`src/rtl/pb_ctrl.sv`:
```
// Pushbutton front end: synchronizes and debounces four buttons, emits one-cycle
// load strobes and a stretched active-low soft reset for the datapath.
module pb_ctrl #(
   parameter int DEB_CNT = 500,
   parameter int RST_LEN = 4
) (
   input  logic       clk,
   input  logic       rst,
   input  logic [3:0] pb,
   output logic       en_a,
   output logic       en_b,
   output logic       out_en,
   output logic       rst_out_n,
   output logic [3:0] pb_db
);

   localparam int            CW        = $clog2(DEB_CNT);
   localparam int            RW        = $clog2(RST_LEN + 1);
   localparam logic [CW-1:0] CNT_MAX   = CW'(DEB_CNT - 1);
   localparam logic [RW-1:0] RCNT_INIT = RW'(RST_LEN);

   logic [3:0]    sync1_q, sync2_q;
   logic [CW-1:0] cnt_q [4];
   logic [CW-1:0] cnt_d [4];
   logic [3:0]    db_q, db_d;
   logic [3:0]    rise;
   logic [RW-1:0] rcnt_q, rcnt_d;
   logic          rst_n_q, rst_n_d;
   logic [2:0]    stb_q, stb_d;

   always_ff @(posedge clk or negedge rst) begin
      if (!rst) begin
         sync1_q <= '0;
         sync2_q <= '0;
         db_q    <= '0;
         rcnt_q  <= RCNT_INIT;
         rst_n_q <= 1'b0;
         stb_q   <= '0;
         for (int i = 0; i < 4; i++) cnt_q[i] <= '0;
      end else begin
         sync1_q <= pb;
         sync2_q <= sync1_q;
         db_q    <= db_d;
         rcnt_q  <= rcnt_d;
         rst_n_q <= rst_n_d;
         stb_q   <= stb_d;
         for (int i = 0; i < 4; i++) cnt_q[i] <= cnt_d[i];
      end
   end

   // Per-button debounce: a level change is accepted after DEB_CNT disagreeing samples in a row.
   always_comb begin
      db_d = db_q;
      rise = '0;
      for (int i = 0; i < 4; i++) begin
         cnt_d[i] = '0;
         if (sync2_q[i] != db_q[i]) begin
            if (cnt_q[i] == CNT_MAX) begin
               db_d[i] = ~db_q[i];
               rise[i] = ~db_q[i];
            end else begin
               cnt_d[i] = cnt_q[i] + CW'(1);
            end
         end
      end
   end

   // The stretch counter loads on the same edge the soft-reset rise qualifies, so the
   // strobe mask already covers that cycle.
   always_comb begin
      if (rise[3])
         rcnt_d = RCNT_INIT;
      else if (rcnt_q != '0)
         rcnt_d = rcnt_q - RW'(1);
      else
         rcnt_d = rcnt_q;
      rst_n_d = (rcnt_d == '0);
      stb_d   = rise[2:0] & {3{rst_n_d}};
   end

   assign en_a      = stb_q[0];
   assign en_b      = stb_q[1];
   assign out_en    = stb_q[2];
   assign rst_out_n = rst_n_q;
   assign pb_db     = db_q;

endmodule

```
`config.mk`:
```
export PLATFORM = sky130hd
export DESIGN_NAME = pb_ctrl
export DESIGN_NICKNAME = d
export VERILOG_FILES = /design/src/rtl/pb_ctrl.sv
export SDC_FILE = /design/constraint.sdc
export NUM_CORES = 1
export LEC_CHECK = 0
export ABC_AREA = 1
export CAP_MARGIN = 20
export CORE_ASPECT_RATIO = 1.5
export CORE_MARGIN = 2
export CORE_UTILIZATION = 61
export CTS_BUF_LIST = sky130_fd_sc_hd__clkbuf_8
export CTS_CLUSTER_DIAMETER = 60
export DETAILED_ROUTE_END_ITERATION = 10
export GPL_TIMING_DRIVEN = 0
export PLACE_DENSITY = 0.87
export SYNTH_ARGS = -nofsm -noshare
export SYNTH_HDL_FRONTEND = slang
export SYNTH_SLANG_ARGS = --single-unit
```
`constraint.sdc`:
```
create_clock -name clk -period 1.6 [get_ports clk]
set_clock_uncertainty 0.05 [all_clocks]
set_input_delay 0.16 -clock clk [delete_from_list [all_inputs] [get_ports clk]]
set_output_delay 0.16 -clock clk [all_outputs]
set_load 0.02 [all_outputs]
```
== After elaboration in Yosys (flattened, before gate mapping) ==
Index checks and enable logic that the tools add are counted.
Operators by class
  add/subtract/negate cells: 5
  bitwise logic cells: 5
  eq/ne operators: 8
  mux-type cells: 18
  reductions and logical operators: 6
Operators with widths (number)
  $mux W9: 8
  $add A9 B1 Y9 const B: 4
  $eq A9 B9 Y1 const B: 4
  $mux W1: 8
  $reduce_and A2 Y1: 4
  $mux W3: 2
  $ne A1 B1 Y1: 4
  $not A1 Y1: 4
  $and A3 B3 Y3: 1
  $logic_not A3 Y1: 1
  $reduce_bool A3 Y1: 1
  $sub A3 B1 Y3 const B: 1
Word-level totals
  logic and storage cells: 55
  input bits: 6
  output and inout bits: 8
  register bits: 55

== Depth between registers and ports, before layout ==
Gate-level depths: netlist of run 1.
  depth in word-level cells: 6
  gate-level depth with buffers: 9
  depth with buffers taken out: 9

== Least setup slack after synthesis of run 1 ==
Ideal clock, no wire load.
  path kind: reg2reg
  start point: register rcnt_q[0]
  end point: register stb_q[0]
  required time: 1.478 ns
  slack: 0.245 ns
  stages on the path, launching flop included: 9
  setup time: 0.072 ns
  clock period less this slack: 1.355 ns
  buffers on the path: 0
  arrival time: 1.233 ns
  path through: dfrtp_1 -> inv_1 -> ha_1 -> ha_1 -> nand2_1 -> o21ai_0 -> nor2_1 -> nand3_2 -> nor2_1
Between the ends
  word-level cells in the longest chain between the ends: 5
  elaborated cells on any way between the ends: 6
  those cells by class: 1 x add/sub; 2 x mux; 1 x bitwise; 2 x reduce/logical
RTL lines
  start: declaration: line 27  | logic [RW-1:0] rcnt_q, rcnt_d;
  start signal: assignment: line 44  | rcnt_q <= rcnt_d;
  $sub A3 B1 Y3 or $reduce_bool A3 Y1 (tied branches): line 74, 73
  $mux W3 *: line 73  | else if (rcnt_q != '0)
  $mux W3 *: line 71  | if (rise[3])
  $logic_not A3 Y1 *: line 77  | rst_n_d = (rcnt_d == '0);
  $and A3 B3 Y3 *: line 78  | stb_d = rise[2:0] & {3{rst_n_d}};
  net stb_d[0]: line 29  | logic [2:0] stb_q, stb_d;
  end signal: assignment: line 46  | stb_q <= stb_d;
  end: declaration: line 29
The timed path passes the listed nets; every way through them passes the cells marked *.
A chain may end at the register's enable or synchronous reset.

== Final worst setup path of run 1 ==
  start point: register db_q[3] (netlist: pb_db[3])
  end point: output pb_db[3]
RTL lines
  start: declaration: line 25  | logic [3:0] db_q, db_d;
  start signal: assignment: line 35  | db_q <= '0;
  start signal: assignment: line 43  | db_q <= db_d;
  end: declaration: line 14  | output logic [3:0] pb_db
No word-level cell between the ends.

==> flow_summary_export.csv, run 1 <==
group,metric,value,unit
yosys,synthTopCellsByArea,"dfrtp_1, nand2_1, nor2_1",
sta,fin_hold_ws,235,ps
critical_path,critPathArrivalTime,1320,ps
detailed_routing,drtIter0Drc,42,
finish,area_delta_synth_final,13.9,%
critical_path,startpoint_type,"register",
run_status,run_status,"complete, no violations",
yosys,synth-compound-area-share,5.47,%
detailed_routing,drcViolationCount,0,
finish,finalNonFillerCells,365,
sta,setup_ws,69.5,ps
yosys,synth_xor_area_share,3.24,%
yosys,syn_area,2580,µm²
pwr,p_leak,1.45,nW
yosys,synthSimpleGateAreaFrac,28.8,%
yosys,yosys.area.top_type,"dfrtp_1",
min_path,hold_path.class,"input port to register",
yosys,synth_top_family_by_area,"simple AND/OR/NAND/NOR gates",
die,row_count,29,
sta,finalSetupTns,0,ps
cts,tritoncts,"yes",
cts,postCtsSetupRepairBufs,0,
yosys,postSynthCellCount,296,
die,fp.dieH,83.7,µm
detailed_routing,vias_per_cell,5.23,
pwr,p_total,2.54,mW
grt,grt_max_degree,33,
sta,fmaxAchievable,653,MHz
die,die_x,57.2,µm
critical_path,worstSetupEndpointType,"primary output",
yosys,yosysSeqAreaShare,53.3,%
yosys,synth_ff_type,"dfrtp_1",
cts,ctsLongestPathBuffers,2,
critical_path,required,1390,ps
cts,clockRootBuffer,"clkbuf_8",
grt,grt_pass1_vias,1845,
detailed_routing,wirelength,4500,µm
cts,clk_latency,310,ps
finish,n_antenna_cell,0,
yosys,synth_edf_count,0,
sta,drv_slew,0,
place,placed_cells,356,
critical_path,cp_slowest_stage_delay,620,ps
place,gp_congestion,0.839,
sta,max_slew_margin,63.6,%
grt,grt_first_pass_wirelength,7670,µm
yosys,synth_seq_cells,55,
yosys,ys_types,28,
sta,finalCritPeriodShare,95.7,%
place,dp_hpwl,3170,µm
finish,final_core_util,71.2,%
critical_path,path_depth,1,
place,port_buffers,13,
critical_path,path_delay_family,"buffers and inverters",
place,pre_cts_slack,71.3,ps
yosys,synthAdderAreaFrac,3.39,%
critical_path,crit_type,"register to primary output",
die,coreArea,4140,µm²
pwr,power_density,863,nW/µm²
critical_path,crit_fanout,4,
detailed_routing,avgRoutedWirePerCell,12.3,µm
cts,htreeDepth,2,
critical_path,critical_path.slowest_cell,"clkdlybuf4s50_1",
grt,grt.total_usage,20.6,%
finish,fin_area,2950,µm²
finish,drive_above_1_share,13.5,%
critical_path,reg2reg_depth,9,
die,start_util,62.5,%
place,placed_cell_area,2790,µm²
yosys,yosys_warnings,0,
cts,cts_buffers,5,
sta,hold_viol_final,0,
grt,grt_antenna_before_repair,0,
critical_path,timing.critical_path.buf_inv,1,
die,dieArea,4780,µm²
finish,num-fill-cells,314,
cts,clock-sinks,55,
critical_path,cp_cell_sequence,"clkdlybuf4s50_1",
finish,fin_nets,331,
pwr,ir_worst_vdd,1070,µV
sta,fin_crit,1530,ps
detailed_routing,via_count,1908,
min_path,holdPathStages,1,
sta,tightest_slew,546,ps
job,maxCapViolCount,0,
die,pin_count,14,
detailed_routing,ant_nets,0,
sta,rsz0062_at_grt,"no",
yosys,synth_nets,309,
yosys,yosysTopAreaCellShare,52.3,%
yosys,synthMuxAreaShare,0,%
cts,clk_pin_slew,100,ps
detailed_routing,dr.pass1.iters,4,
yosys,syn_avg_cell_area,8.73,µm²
grt,grt-ovfl-total,0,
sta,setup_viol,0,
yosys,async_flop_share,100,%
[flip-flops by register name, summed over array words and instances, names as in the netlist]
name	flops
cnt_q	36
rst_out_n	1
sync2_q	4
pb_db	4
sync1_q	4
stb_q	3
rcnt_q	3
[layer usage]
metal / GRT usage [%] / part of all wire [%]
met1: 24.4 / 41
met2: 35.4 / 54
met3: 4.34 / 2.5
met4: 8.88 / 2.3
met5: 0 / 0
[synth_stat cells, types with 4 or more instances]
library cell	count
nand2_1	58
inv_1	37
ha_1	7
nand3_1	28
a21oi_1	14
nand2_2	6
nor2_1	53
o21ai_0	4
dfrtp_1	54
[power by group]
part           switching (mW)  total (mW)  leakage [nW]  internal [mW]
clock                   0.450       0.965        0.0618          0.515
sequential             0.0219        1.44         0.731           1.42
combinational          0.0820       0.133         0.658         0.0511
[timing repair]
item / CTS / global route
endpoints found under the hold margin: 22 / 0
hold buffers: 1 / 0
resized for setup: 3 / 7
pin swaps: 0 / 2
endpoints found under the setup margin: 3 / 4
[layout by cell type (no fill, tap or decap), types with 2 or more instances in the layout]
master            n
nor2_2            4
ha_4              2
o21ai_0           3
nor2_1           51
nor3b_2           3
dfrtp_1          54
a21oi_1          14
dlygate4sd2_1     3
clkbuf_8          6
ha_1              5
nand2_1          58
or2_2             3
nand3_2           2
inv_2             3
nand3_1          28
o21bai_1          2
nand2_2           6
nor2_4            2
xor2_2            3
o21ai_1           3
inv_1            37
clkdlybuf4s50_1   9
nor3_2            2
xnor2_1           3
[logic make-up after synthesis]
group,count (synthesis)
compound gates,25
xor+xnor,7
fa+ha+maj,7
buf+inv,40
flops,55
simple gates,162
[area by class of cell]
class	instances	area (µm²)	share of cell area [%]
clock buffers	6	82.6	2.80
well taps	46	57.6	1.95
multi-input cells	201	1090	36.9
inverters	40	150	5.10
flip-flops and latches	55	1380	46.8
clock inverters	2	38.8	1.32
repair buffers	15	151	5.14
[path summary, 6_finish.rpt]
path                                      start                    to  slack [ps]
hold reg to reg            sync1_q[3]$_DFF_PN0_  sync2_q[3]$_DFF_PN0_         310
max in group asynchronous                   rst  pb_db[3]$_DFFE_PN0P_         640
hold / removal                            pb[0]  sync1_q[0]$_DFF_PN0_         240
setup / recovery           pb_db[3]$_DFFE_PN0P_              pb_db[3]          70
setup reg to reg            rcnt_q[0]$_DFF_PN0_    stb_q[0]$_DFF_PN0_         110
min in group asynchronous                   rst   cnt_q[14]$_DFF_PN0_         310
(Power assumes the default switching activity.)
==> run 2: changes to the inputs <==
--- a/config.mk
+++ b/config.mk
@@ -14,7 +14,8 @@
 export CTS_CLUSTER_DIAMETER = 60
 export DETAILED_ROUTE_END_ITERATION = 10
 export GPL_TIMING_DRIVEN = 0
-export PLACE_DENSITY = 0.87
+export HOLD_SLACK_MARGIN = 0.02
+export PLACE_DENSITY = 0.82
 export SYNTH_ARGS = -nofsm -noshare
 export SYNTH_HDL_FRONTEND = slang
 export SYNTH_SLANG_ARGS = --single-unit
==> run 2 against run 1 <==
Worst hold slack is essentially flat. Total power shrank 5.9%. Design area shrank 0.59%. Combinational power shrank 3%. Via count shrank 1.2%.
==> flow_summary_export.csv, run 2 (synthesis gave the netlist of run 1 again) <==
group,metric,value,unit
grt,use_met3,3.41,%
pwr,internal-power,1.86,mW
die,dieArea,4780,µm²
finish,largest_reg_flops,36,
critical_path,startpoint_type,"register",
die,row_count,29,
detailed_routing,wirelength,4290,µm
finish,final_cell_mix,"nand2_1, dfrtp_1, nor2_1",
cts,htreeDepth,2,
critical_path,path_delay_family,"buffers and inverters",
critical_path,cp_slowest_stage_delay,620,ps
die,coreArea,4140,µm²
cts,tritoncts,"yes",
grt,grt.total_usage,19.7,%
place,port_buffers,13,
pwr,swShare,22.2,%
critical_path,required,1390,ps
place,placed_cell_area,2790,µm²
pwr,p_leak,1.46,nW
cts,cts_buffers,5,
pwr,p_switching,0.531,mW
sta,finalCritPeriodShare,94.9,%
pwr,p_seq_share,60.4,%
detailed_routing,vias_per_cell,5.16,
critical_path,crit_fanout,4,
critical_path,cp_cell_sequence,"clkdlybuf4s50_1",
finish,top_register,"cnt_q",
grt,use_met1,22.0,%
sta,drv_slew,0,
finish,n_antenna_cell,0,
finish,area_delta_synth_final,13.3,%
detailed_routing,drtIter0Drc,60,
sta,hold_viol_final,0,
detailed_routing,dr.pass1.iters,4,
finish,fin_area,2930,µm²
pwr,power_density,818,nW/µm²
grt,busiest_layer,"met2",
detailed_routing,avgRoutedWirePerCell,11.8,µm
detailed_routing,via_count,1885,
grt,grt_first_pass_wirelength,7390,µm
grt,grt-ovfl-total,0,
critical_path,timing.critical_path.buf_inv,1,
detailed_routing,ant_nets,0,
pwr,p_total,2.39,mW
job,maxCapViolCount,0,
grt,grt_antenna_before_repair,0,
sta,fmaxAchievable,658,MHz
sta,fin_crit,1520,ps
finish,layout_commonest_cell,"nand2_1",
place,gp_congestion,0.828,
sta,setup_viol,0,
die,start_util,62.5,%
cts,clock-sinks,55,
cts,clockRootBuffer,"clkbuf_8",
grt,gr-usage-met2,35.2,%
finish,drive_above_1_share,13.2,%
min_path,hold_path.class,"input port to register",
die,fp.dieH,83.7,µm
cts,ctsLongestPathBuffers,2,
sta,fin_hold_ws,235,ps
run_status,run_status,"complete, no violations",
grt,grt_max_degree,37,
critical_path,critPathArrivalTime,1310,ps
finish,fin_nets,331,
sta,rsz0062_at_grt,"no",
finish,final_core_util,70.8,%
sta,max_slew_margin,69.1,%
critical_path,crit_type,"register to primary output",
pwr,power.share.clock,34.2,%
detailed_routing,drcViolationCount,0,
cts,postCtsSetupRepairBufs,0,
cts,clk_pin_slew,90,ps
grt,grt_pass1_vias,1829,
place,dp_hpwl,3170,µm
critical_path,worstSetupEndpointType,"primary output",
pwr,ir_worst_vdd,850,µV
die,die_x,57.2,µm
cts,clk_latency,310,ps
finish,num-fill-cells,332,
sta,tightest_slew,464,ps
critical_path,critical_path.slowest_cell,"clkdlybuf4s50_1",
pwr,power_frac_comb,5.4,%
die,pin_count,14,
==> run 2: cell count changes in the layout (fill, tap and decap cells not counted) <==
cell | before | now
inv_6 | 1 | 0
clkbuf_8 | 6 | 7
dlymetal6s2s_1 | 0 | 1
inv_1 | 37 | 38
o21ai_0 | 3 | 4
dlygate4sd2_1 | 3 | 2
o21ai_1 | 3 | 2
bufinv_16 | 1 | 0
==> run 2: power by group through the flow <==
stage               combinational (mW)  clock [mW]  sequential, mW
floorplan                       0.0714           0            1.47
global placement                 0.122           0            1.47
detailed placement               0.130           0            1.47
CTS                              0.133       0.842            1.45
global route                     0.153       0.886            1.45
finish                           0.129       0.819            1.45
==> run 2: timing repair <==
| action | CTS | global route |
|---|---|---|
| setup endpoints to repair | 2 | 5 |
| pin swaps | 0 | 5 |
| resized for setup | 2 | 7 |
| hold buffers | 1 | 0 |
| endpoints found under the hold margin | 19 | 0 |
| cloned | 0 | 0 |
==> run 2: final timing paths <==
kind / from / to / slack [ps] / cells past startpoint
setup / recovery: pb_db[3]$_DFFE_PN0P_ / pb_db[3] / 80 / 1
hold / removal: pb[1] / sync1_q[1]$_DFF_PN0_ / 240 / 1
setup reg to reg: rcnt_q[1]$_DFF_PN0_ / stb_q[1]$_DFF_PN0_ / 110 / 9
hold reg to reg: sync1_q[3]$_DFF_PN0_ / sync2_q[3]$_DFF_PN0_ / 310 / 0
max in group asynchronous: rst / rcnt_q[2]$_DFF_PN1_ / 610 / 3
min in group asynchronous: rst / cnt_q[13]$_DFF_PN0_ / 270 / 2
==> run 2: layout make-up <==
cell class	count	area (µm²)	area share, %
Tap cell	46	57.6	1.97
Inverter	40	150	5.13
Sequential cell	55	1380	47.1
Timing Repair Buffer	15	155	5.30
Multi-Input combinational cell	201	1090	37.1
Clock inverter	1	3.75	0.128
Clock buffer	7	96.3	3.29
==> run 2: metal layers <==
metal  vias to the layer above  wire length [µm]
met3                         7               103
met2                        24              2320
met4                         0                63
met5                         -                 0
met1                       889              1800
li1                        965                 -
==> run 2: through the flow <==
stage	TNS, ps	setup WS [ps]	cells
6_report	0	81.1	365
5_1_grt	0	5.01	365
4_1_cts	0	17.1	365
3_5_place_dp	0	68.3	356
3_3_place_gp	-70090	-1290	355
2_1_floorplan	0	245	296
==> run 3: changes to the inputs <==
--- a/config.mk
+++ b/config.mk
@@ -6,10 +6,11 @@
 export NUM_CORES = 1
 export LEC_CHECK = 0
 export ABC_AREA = 1
-export CAP_MARGIN = 20
+export CELL_PAD_IN_SITES_DETAIL_PLACEMENT = 1
+export CELL_PAD_IN_SITES_GLOBAL_PLACEMENT = 1
 export CORE_ASPECT_RATIO = 1.5
 export CORE_MARGIN = 2
-export CORE_UTILIZATION = 61
+export CORE_UTILIZATION = 47
 export CTS_BUF_LIST = sky130_fd_sc_hd__clkbuf_8
 export CTS_CLUSTER_DIAMETER = 60
 export DETAILED_ROUTE_END_ITERATION = 10
==> run 3 against run 2 <==
First-iteration DRC count grew 27%. Combinational power grew 3%. Die area grew 28%. Flip-flop and latch count unchanged.
==> flow_summary_export.csv, run 3 (synthesis gave the netlist of run 1 again) <==
group,metric,value,unit
critical_path,path_delay_family,"buffers and inverters",
finish,top_register,"cnt_q",
sta,tightest_slew,451,ps
detailed_routing,drcViolationCount,0,
cts,cts_buffers,5,
detailed_routing,ant_nets,0,
cts,clockRootBuffer,"clkbuf_8",
critical_path,reg2reg_from,"rcnt_q[2]$_DFF_PN1_",
die,fp.dieH,94.8,µm
pwr,power_density,787,nW/µm²
place,pre_cts_slack,94.7,ps
sta,hold_viol_final,0,
sta,finalSetupTns,0,ps
cts,clock-sinks,55,
grt,grt_pass1_vias,2077,
sta,fin_hold_ws,239,ps
detailed_routing,via_count,1954,
pwr,p_leak,1.45,nW
sta,setup_viol,0,
cts,tritoncts,"yes",
critical_path,critical_path.slowest_cell,"clkdlybuf4s50_1",
run_status,run_status,"complete, no violations",
critical_path,crit_start,"pb_db[3]$_DFFE_PN0P_",
critical_path,path_depth,1,
critical_path,reg2reg_depth,7,
die,coreArea,5370,µm²
critical_path,crit_fanout,4,
place,port_buffers,13,
grt,grt-ovfl-total,0,
cts,clk_pin_slew,90,ps
finish,final_cell_mix,"nand2_1, dfrtp_1, nor2_1",
critical_path,timing.critical_path.buf_inv,1,
detailed_routing,drtIter0Drc,76,
place,gp_congestion,0.779,
die,start_util,48.2,%
sta,drv_slew,0,
pwr,ir_worst_vdd,675,µV
sta,fmaxAchievable,658,MHz
die,dieArea,6120,µm²
finish,largest_reg_flops,36,
detailed_routing,dr.pass1.iters,4,
detailed_routing,avgRoutedWirePerCell,12.8,µm
die,row_count,33,
detailed_routing,wirelength,4990,µm
die,pin_count,14,
critical_path,cp_slowest_stage_delay,620,ps
min_path,holdCritStartpoint,"pb[2]",
place,dp_hpwl,3740,µm
critical_path,worstSetupEndpointType,"primary output",
cts,postCtsSetupRepairBufs,0,
critical_path,cp_cell_sequence,"clkdlybuf4s50_1",
grt,grt_first_pass_wirelength,8980,µm
min_path,hold_path.class,"input port to register",
job,maxCapViolCount,0,
finish,area_delta_synth_final,13.7,%
finish,n_antenna_cell,0,
sta,fin_crit,1520,ps
critical_path,startpoint_type,"register",
min_path,holdPathStages,1,
detailed_routing,vias_per_cell,5.02,
sta,setup_ws,80.2,ps
cts,htreeDepth,2,
grt,grt_max_degree,38,
finish,drive_above_1_share,13.2,%
critical_path,required,1390,ps
cts,ctsLongestPathBuffers,2,
finish,finalNonFillerCells,389,
cts,clk_latency,310,ps
die,die_x,64.6,µm
critical_path,critPathArrivalTime,1310,ps
critical_path,crit_type,"register to primary output",
grt,grt_antenna_before_repair,0,
finish,layout_commonest_cell,"nand2_1",
pwr,p_total,2.31,mW
finish,fin_nets,331,
place,placed_cells,380,
grt,grt.total_usage,18.7,%
sta,finalCritPeriodShare,95.0,%
sta,max_slew_margin,70.0,%
## run 3: changes by cell type in the layout (fill, tap and decap cells not counted), sizes merged
cell    delta
clkbuf     -2
inv        +1
clkinv     +1
## run 3: area by class of cell
class	instances	area, µm²
fill	668	2430
sequential	55	1380
multi-input combinational	201	1090
timing repair buffer	15	155
inverter	40	150
tap	70	87.6
clock buffer	5	68.8
clock inverter	3	12.5
## run 3: routing by layer
layer / global-route usage, % / vias up / part of all wire, %
met5: 0 / - / 0
met1: 20.1 / 960 / 43
met4: 6.03 / 0 / 1.6
met3: 3.58 / 8 / 1.6
li1: - / 970 / -
met2: 36.3 / 16 / 54
## run 3: where the power goes
group	leakage [nW]	total [mW]	switching, mW	internal, mW
combinational	0.674	0.133	0.0816	0.0510
clock	0.0505	0.735	0.438	0.296
sequential	0.731	1.45	0.0223	1.42
total	1.45	2.31	0.542	1.77
## run 3: stage by stage
step           area, µm²  utilization [%]
2_1_floorplan       2580                -
3_3_place_gp        2800             52.2
3_5_place_dp        2820             52.5
4_1_cts             2910             54.1
5_1_grt             2940             54.8
6_report            2940             54.8
## run 3: what timing repair did
| action | in CTS | in global routing |
|---|---|---|
| hold buffers | 1 | 0 |
| gates resized for setup | 2 | 8 |
| pin swaps | 0 | 4 |
| endpoints found under the setup margin | 2 | 5 |
| endpoints found under the hold margin | 18 | 0 |
| gates cloned | 0 | 0 |
## run 3: worst paths after layout
kind	endpoint	slack, ps
max	pb_db[3]	80
min	sync1_q[2]$_DFF_PN0_	240
max reg2reg	stb_q[1]$_DFF_PN0_	150
min reg2reg	sync2_q[1]$_DFF_PN0_	310
max in group asynchronous	rcnt_q[2]$_DFF_PN1_	610
min in group asynchronous	cnt_q[4]$_DFF_PN0_	280
